--- src/rtl/lse_simd_pkg.sv ---
// Shared types and widths for the log-domain SIMD multiplier (integer adder) stage.
package lse_simd_pkg;

    localparam int unsigned WORD_W   = 24;
    localparam int unsigned LANE12_W = 12;
    localparam int unsigned LANE6_W  = 6;
    localparam int unsigned SEG_N    = WORD_W / LANE6_W;

    typedef enum logic [1:0] {
        SIMD_1X24 = 2'b00,
        SIMD_2X12 = 2'b01,
        SIMD_4X6  = 2'b10,
        SIMD_RSVD = 2'b11
    } simd_mode_e;

endpackage : lse_simd_pkg

--- src/rtl/lse_mult_simd_if.sv ---
// Operand/result bus of lse_mult_simd; lane_ovf exists only with LSE_MULT_SIMD_OVF_EN.
interface lse_mult_simd_if;
    import lse_simd_pkg::*;

    logic              in_valid;
    logic [WORD_W-1:0] operand_a;
    logic [WORD_W-1:0] operand_b;
    logic [1:0]        simd_mode;
    logic              out_valid;
    logic [WORD_W-1:0] result;
`ifdef LSE_MULT_SIMD_OVF_EN
    logic [SEG_N-1:0]  lane_ovf;
`endif

    modport master (
        output in_valid, operand_a, operand_b, simd_mode,
        input  out_valid, result
`ifdef LSE_MULT_SIMD_OVF_EN
        , input lane_ovf
`endif
    );

    modport slave (
        input  in_valid, operand_a, operand_b, simd_mode,
        output out_valid, result
`ifdef LSE_MULT_SIMD_OVF_EN
        , output lane_ovf
`endif
    );

endinterface : lse_mult_simd_if

--- src/rtl/lse_simd_seg_adder.sv ---
// Combinational 24-bit adder of four 6-bit segments; kill[k] cuts the carry from segment k into k+1.
module lse_simd_seg_adder
    import lse_simd_pkg::*;
(
    input  logic [WORD_W-1:0] a,
    input  logic [WORD_W-1:0] b,
    input  logic [SEG_N-2:0]  kill,
    output logic [WORD_W-1:0] sum,
    output logic [SEG_N-1:0]  cout
);

    logic [LANE6_W:0] seg;
    logic             cin;
    logic [SEG_N-1:0] kill_ext;

    assign kill_ext = {1'b1, kill};

    // Ripple through the segments, masking the carry at each killed boundary.
    always_comb begin
        sum  = '0;
        cout = '0;
        seg  = '0;
        cin  = 1'b0;
        for (int k = 0; k < int'(SEG_N); k++) begin
            seg = (LANE6_W+1)'(a[k*LANE6_W +: LANE6_W])
                + (LANE6_W+1)'(b[k*LANE6_W +: LANE6_W])
                + (LANE6_W+1)'(cin);
            sum[k*LANE6_W +: LANE6_W] = seg[LANE6_W-1:0];
            cout[k] = seg[LANE6_W];
            cin     = seg[LANE6_W] & ~kill_ext[k];
        end
    end

endmodule : lse_simd_seg_adder

--- src/rtl/lse_mult_simd.sv ---
// Log-domain multiply stage: packed 1x24 / 2x12 / 4x6 lane adds, one registered result per cycle.
// Optional per-lane carry-out port enabled by LSE_MULT_SIMD_OVF_EN.
module lse_mult_simd
    import lse_simd_pkg::*;
(
    input  logic            clk,
    input  logic            rst_n,
    lse_mult_simd_if.slave  bus
);

    simd_mode_e        mode;
    logic [SEG_N-2:0]  kill;
    logic [WORD_W-1:0] sum;
    logic [SEG_N-1:0]  cout;
    logic [WORD_W-1:0] result_d;
    logic [SEG_N-1:0]  ovf_d;

    logic              valid_q;
    logic [WORD_W-1:0] result_q;

    assign mode = simd_mode_e'(bus.simd_mode);

    lse_simd_seg_adder u_adder (
        .a    (bus.operand_a),
        .b    (bus.operand_b),
        .kill (kill),
        .sum  (sum),
        .cout (cout)
    );

    // Mode decode: boundary kills, lane carry-out mapping, reserved-mode zeroing.
    always_comb begin
        kill     = '1;
        result_d = sum;
        ovf_d    = '0;
        case (mode)
            SIMD_1X24: begin
                kill  = 3'b000;
                ovf_d = {3'b000, cout[3]};
            end
            SIMD_2X12: begin
                kill  = 3'b010;
                ovf_d = {2'b00, cout[3], cout[1]};
            end
            SIMD_4X6: begin
                kill  = 3'b111;
                ovf_d = cout;
            end
            default: begin
                kill     = 3'b111;
                result_d = '0;
                ovf_d    = '0;
            end
        endcase
    end

`ifdef LSE_MULT_SIMD_OVF_EN
    logic [SEG_N-1:0] ovf_q;

    always_ff @(posedge clk or negedge rst_n) begin
        if (!rst_n) begin
            ovf_q <= '0;
        end else if (bus.in_valid) begin
            ovf_q <= ovf_d;
        end
    end

    assign bus.lane_ovf = ovf_q;
`else
    logic unused_ovf;
    assign unused_ovf = ^ovf_d;
`endif

    // Output stage: result holds across idle cycles, valid follows the input by one cycle.
    always_ff @(posedge clk or negedge rst_n) begin
        if (!rst_n) begin
            valid_q  <= 1'b0;
            result_q <= '0;
        end else begin
            valid_q <= bus.in_valid;
            if (bus.in_valid) begin
                result_q <= result_d;
            end
        end
    end

    assign bus.out_valid = valid_q;
    assign bus.result    = result_q;

endmodule : lse_mult_simd

--- src/flat_wrapper.sv ---
// flat-port wrapper written by rule: the top's interface ports become plain ports
module lse_mult_simd_flat import lse_simd_pkg::*;
  (clk, rst_n, bus_in_valid, bus_operand_a, bus_operand_b, bus_simd_mode, bus_out_valid, bus_result);
  lse_mult_simd_if bus_i ();
  input  logic clk;
  input  logic rst_n;
  input wire logic [$bits(bus_i.in_valid)-1:0] bus_in_valid;
  input wire logic [$bits(bus_i.operand_a)-1:0] bus_operand_a;
  input wire logic [$bits(bus_i.operand_b)-1:0] bus_operand_b;
  input wire logic [$bits(bus_i.simd_mode)-1:0] bus_simd_mode;
  output wire logic [$bits(bus_i.out_valid)-1:0] bus_out_valid;
  output wire logic [$bits(bus_i.result)-1:0] bus_result;
  assign bus_i.in_valid = bus_in_valid;
  assign bus_i.operand_a = bus_operand_a;
  assign bus_i.operand_b = bus_operand_b;
  assign bus_i.simd_mode = bus_simd_mode;
  assign bus_out_valid = bus_i.out_valid;
  assign bus_result = bus_i.result;
  lse_mult_simd u_core (.clk(clk), .rst_n(rst_n), .bus(bus_i));
endmodule
--- config.mk ---
export PLATFORM = sky130hd
export DESIGN_NAME = lse_mult_simd_flat
export DESIGN_NICKNAME = d
export VERILOG_FILES = /design/src/rtl/lse_simd_pkg.sv /design/src/rtl/lse_mult_simd_if.sv /design/src/rtl/lse_simd_seg_adder.sv /design/src/rtl/lse_mult_simd.sv /design/src/flat_wrapper.sv
export SDC_FILE = /design/constraint.sdc
export NUM_CORES = 1
export LEC_CHECK = 0
export ABC_AREA = 0
export CAP_MARGIN = 0
export CORE_ASPECT_RATIO = 2
export CORE_MARGIN = 10
export CORE_UTILIZATION = 43
export DETAILED_ROUTE_END_ITERATION = 10
export PLACE_DENSITY = 0.81
export SETUP_SLACK_MARGIN = 0.3
export SYNTH_ARGS = -nofsm -noshare
export SYNTH_HDL_FRONTEND = slang
export SYNTH_SLANG_ARGS = --single-unit
--- constraint.sdc ---
create_clock -name clk -period 1.1 [get_ports clk]
set_input_delay 0.11 -clock clk [delete_from_list [all_inputs] [get_ports clk]]
set_output_delay 0.11 -clock clk [all_outputs]
set_load 0.01 [all_outputs]
==> impl_metrics.yaml, run 1 <==
power:
  p_int_uw: 2480
  switching_share: 0.356
  comb_power_share: 0.536
  seqPwrFrac: 0.305
  p_leak_uw: 0.00174
  power.share.clock: 0.159
  power_density_mw_per_mm2: 1040
  p_switching_uw: 1370
  ir_drop_uv: 869
critical_path:
  rr_endpoint: "u_core.bus.result[23]"
  startpoint: "bus_operand_a[0]"
  r2r_slack_ns: 0.16
  crit_path_end_kind: "register"
  crit_type: "in -> reg"
  critPathRequiredTime_ns: 1.29
  critPathMaxFanout: 2
  reg2reg_depth: 2
  critPathMaxStageDelay_ns: 0.38
  start_kind: "input port"
  timing.rr.start: "u_core.bus.result[23]"
  cp_slowest_cell: "fa_2"
  cp.arrival_ns: 5.06
clock_tree:
  clkTransAtPathRegs_ns: 0.10
  cts_root_buffer: "clkbuf_8"
  numCtsBuffers: 3
  cts_sinks: 25
  worstSkewPairLatency_ns: 0.29
  htreeDepth: 1
  cts_tree: "yes"
  clockBufferDepth: 2
sta:
  fmax_mhz: 206
  drv_slew: 0
  skew_ns: 0
  tns_ns: -42.54
  final-setup-viol-count: 19
  rsz0062_at_grt: "yes"
  hold_slack_ns: 0.166
  fin_ws_ns: -3.77
  finalCritPeriodShare: 4.42
  min_period_ns: 4.87
  relSlewSlack: 0.761
  hold_viol_final: 0
  worst_pin_slew_ns: 0.359
die:
  dieWidth_microns: 66.4
  die_area_sq_mm: 0.00749
  core_area_sq_mm: 0.00413
  ios: 78
  die_h_microns: 113
  rows: 33
  initial_utilization: 0.449
route:
  drcViolationCount: 0
  wl_met3_microns: 489
  top_layer: "met4"
  routed_via_density: 5.67
  post_drt_wl_per_cell_microns: 23.1
  route.vias.total: 2291
  first_pass_iters: 4
  totalWireLength_mm: 9.35
  wl_met1_mm: 3.20
  drt_iter0_drc: 166
  ant_nets: 0
  wl_met2_mm: 5.12
global_routing:
  grt_pass1_wl_mm: 12.2
  grt-ovfl-total: 0
  grt_use_total: 0.211
  antenna_found_initial: 0
  grt_max_degree: 26
  grt_pass1_vias: 2484
worst_hold_path:
  hp-start: "bus_operand_b[0]"
  holdCritPathClass: "in -> reg"
  holdPathEnd: "u_core.bus.result[0]"
  hold_depth: 4
final_layout:
  diodes: 0
  drive_above_1_share: 0.503
  final_net_count: 433
  multi_input_area_sq_mm: 0.00139
  layout_common_cells: "61 x buf_4, 42 x buf_6, 37 x clkdlybuf4s50_1"
  syn2layout_area_growth_pct: 100
  regArea_sq_um: 626
  fillers: 167
  fin_cells: 404
  fin_util: 0.898
  final_common_cell: "buf_4"
synthesis:
  synth_cell_types: 34
  synth_flop_cell: "dfrtp_1"
  synth_nets: 274
  syn_area_per_cell_sq_um: 9.55
  synthDominantCellAreaShare: 0.338
  synth-edff-count: 0
  synth_area_sq_mm: 0.00185
  synthTopCellsByArea: "dfrtp_1 34%, ha_1 14%, inv_1 8.1%"
  yosysTopAreaCell: "dfrtp_1"
  ys_ff_latch: 25
  synth_seq_area_share: 0.338
  synth_warnings: 0
  synthArstFlopShare: 1.00
  syn_inst: 194
place:
  place_inst: 357
  portBuffers: 77
  hpwl_mm: 5.05
  gp_congestion: 0.865
outcome:
  violations: "setup timing"
  status: "complete, but fails checks"
flow_run:
  max-cap-violations: 0
## metal layers
| metal | track usage | vias up |
|---|---|---|
| met5 | 0 | - |
| met4 | 0.155 | 0 |
| met3 | 0.0474 | 42 |
| met2 | 0.377 | 130 |
| met1 | 0.196 | 1125 |
| li1 | - | 994 |
## what timing repair did
| action | 4_1_cts | 5_1_grt |
|---|---|---|
| hold buffers | 0 | 0 |
| cloned | 0 | 0 |
| pin swaps | 32 | 31 |
| setup buffers | 30 | 13 |
| gates resized for setup | 202 | 39 |
| setup endpoints to repair | 49 | 48 |
## layout make-up
cell class / count / share of cell area
Sequential cell: 25 / 0.169
Timing Repair Buffer: 159 / 0.387
Inverter: 40 / 0.0405
Multi-Input combinational cell: 124 / 0.374
Tap cell: 52 / 0.0176
Clock buffer: 4 / 0.0122
## critical path, delay by kind of cell
kind            cells  cell delay, ns
fa+ha+maj           8            2.68
compound gates     11            1.60
simple gates        5            0.56
buf+inv             2            0.12
## per-stage QoR
stage | instance area [sq um] | setup slack, ns | power [uW]
after global placement | 3050 | -4.15 | 2550
after floorplan | 1940 | -3.48 | 1780
after global routing | 3710 | -3.95 | 3980
after CTS | 3420 | -3.89 | 3380
final | 3710 | -3.77 | 3850
after detailed placement | 3050 | -4.32 | 2600
## state kept, by name, indices dropped and copies added, names as in the netlist
name	cells
u_core.bus.result	24
u_core.bus.out_valid	1
## kinds of logic (layout without fill, tap and decap cells)
| kind of cell | Yosys count | after routing | synth area share |
|---|---|---|---|
| flops | 25 | 25 | 0.338 |
| buf+inv | 45 | 203 | 0.0966 |
| fa+ha+maj | 27 | 27 | 0.211 |
| compound gates | 56 | 56 | 0.223 |
| mux | 1 | 1 | 0.00540 |
| simple gates | 34 | 34 | 0.0986 |
| xor+xnor | 6 | 6 | 0.0284 |
## synthesized netlist by cell type (all sizes together) (2+ instances only)
cell type   n
a21oi       5
a31oi       2
and4        2
buf         3
clkbuf      2
dfrtp      25
fa          7
ha         20
inv        40
nand2       2
nand3       4
nor2        7
nor2b       8
nor3        8
o2111ai     2
o21a       14
o21ai       2
o22ai      12
o31ai       3
o32ai       9
xnor2       2
xor2        4
## how the worst max path moves through the flow
stage                       endpoint  cells past startpoint
2_1_floorplan  u_core.bus.result[22]                     25
3_3_place_gp   u_core.bus.result[22]                     26
3_5_place_dp   u_core.bus.result[22]                     26
4_1_cts        u_core.bus.result[22]                     26
5_1_grt        u_core.bus.result[22]                     26
6_report       u_core.bus.result[22]                     26
## power by group through the flow
stage                     Combinational (uW)  Sequential (uW)  Clock [uW]
after global placement                  1400             1150           0
after detailed placement                1440             1160           0
after global routing                    2180             1180         620
after CTS                               1660             1140         577
after floorplan                          556             1220           0
final                                   2060             1170         611
(Power assumes the default switching activity.)
==> run 2, diff against run 1 <==
==> constraint.sdc (replaced) <==
create_clock -name clk -period 1.1 [get_ports clk]
set_input_delay 0.165 -clock clk [delete_from_list [all_inputs] [get_ports clk]]
set_output_delay 0.165 -clock clk [all_outputs]
set_load 0.01 [all_outputs]
==> impl_metrics.yaml, run 2 (synthesized netlist as in run 1, its figures left out) <==
outcome:
  status: "complete, but fails checks"
  violations: "setup timing"
critical_path:
  crit_top_cell: "o21a_1"
  cp.arrival_ns: 5.27
  timing.rr.start: "u_core.bus.result[3]"
  cpLargestDelayFamily: "adder cells"
  crit_path_end_kind: "register"
  start_kind: "input port"
  critPathRequiredTime_ns: 1.27
  crit_type: "in -> reg"
  cp_slowest_cell: "fa_2"
  critPathMaxFanout: 2
  startpoint: "bus_operand_b[0]"
  critPathMaxStageDelay_ns: 0.38
  worst-path-buf-inv: 3
final_layout:
  diodes: 0
  fin_cells: 409
  final_net_count: 438
  fillers: 148
  layout_common_cells: "66 x buf_4, 40 x buf_6, 37 x inv_1, 37 x clkdlybuf4s50_1, 25 x dfrtp_1"
  drive_above_1_share: 0.482
  fin_util: 0.901
  multi_input_area_sq_mm: 0.00134
  final_common_cell: "buf_4"
  syn2layout_area_growth_pct: 101
  regArea_sq_um: 626
  largest_reg_flops: 24
route:
  first_pass_iters: 4
  drcViolationCount: 0
  drt_iter0_drc: 99
  totalWireLength_mm: 9.68
  route.vias.total: 2308
  ant_nets: 0
  routed_via_density: 5.64
  post_drt_wl_per_cell_microns: 23.7
global_routing:
  grt_pass1_vias: 2529
  grt-ovfl-total: 0
  antenna_found_initial: 0
  grt_use_total: 0.204
  grt_pass1_wl_mm: 12.0
  grt_max_degree: 26
clock_tree:
  clockBufferDepth: 2
  cts_tree: "yes"
  worstSkewPairLatency_ns: 0.28
  cts_sinks: 25
  cts_root_buffer: "clkbuf_8"
  numCtsBuffers: 3
  htreeDepth: 1
  clkTransAtPathRegs_ns: 0.10
sta:
  skew_ns: 0
  finalCritPeriodShare: 4.63
  relSlewSlack: 0.703
  tns_ns: -44.05
  drv_slew: 0
  hold_viol_final: 0
  fin_ws_ns: -4.00
  min_period_ns: 5.10
  final-setup-viol-count: 22
  rsz0062_at_grt: "yes"
  worst_pin_slew_ns: 0.442
  fmax_mhz: 196
die:
  core_area_sq_mm: 0.00413
  die_area_sq_mm: 0.00749
  ios: 78
  initial_utilization: 0.449
  rows: 33
  dieWidth_microns: 66.4
  die_h_microns: 113
place:
  place_ws_ns: -4.41
  place_inst: 357
  gp_congestion: 0.864
  hpwl_mm: 4.90
  portBuffers: 77
power:
  ir_drop_uv: 736
  p_leak_uw: 0.00176
  power_density_mw_per_mm2: 1040
flow_run:
  max-cap-violations: 0
worst_hold_path:
  holdCritPathClass: "in -> async"
-- run 2: changes by cell type in the layout (fill, tap and decap cells not counted), moves of 2 or more --
cell	previous run	this run
buf_2	11	9
buf_4	61	66
buf_6	42	40
clkbuf_2	3	1
clkdlybuf4s15_1	0	4
clkdlybuf4s15_2	0	3
inv_1	35	37
inv_2	5	3
o22ai_2	8	6
o32ai_1	3	5
xor2_2	2	4
-- run 2: path summary, 6_finish.rpt --
kind	to	slack, ns	cells past startpoint
max	u_core.bus.result[22]	-4.00	27
min	u_core.bus.result[2]	0.22	2
min reg2reg	u_core.bus.result[15]	0.55	2
max in group asynchronous	u_core.bus.result[21]	0.71	2
min in group clk	u_core.bus.result[0]	0.24	4
max reg2reg	u_core.bus.result[3]	0.13	4
-- run 2: cell type report --
class | instances | share of cell area
Timing Repair Buffer | 164 | 0.401
Multi-Input combinational cell | 124 | 0.360
Sequential cell | 25 | 0.168
Inverter | 40 | 0.0404
Tap cell | 52 | 0.0175
Clock buffer | 4 | 0.0121
-- run 2: through the flow --
step	instance area, sq um	total power, uW	hold WS (ns)
detailed placement	3050	2590	0.521
global route	3720	4000	0.252
global placement	3050	2550	0.512
finish	3720	3860	0.224
CTS	3410	3360	0.206
floorplan	1940	1780	-0.131
-- run 2: repair_timing --
item,4_1_cts,5_1_grt
setup buffers,30,18
endpoints found under the setup margin,49,48
resized for setup,191,35
hold buffers,0,0
pin swaps,29,28
-- run 2: where the power goes --
| group | internal, uW | switching [uW] | total, uW |
|---|---|---|---|
| Combinational | 1160 | 912 | 2080 |
| Clock | 261 | 338 | 599 |
| Sequential | 1060 | 119 | 1180 |
| Total | 2490 | 1370 | 3860 |
-- run 2: layer usage --
layer	GRT usage	wire [microns]	vias up
li1	-	-	1005
met1	0.185	3140	1084
met2	0.369	5180	148
met3	0.0395	498	71
met4	0.158	861	0
met5	0	0	-
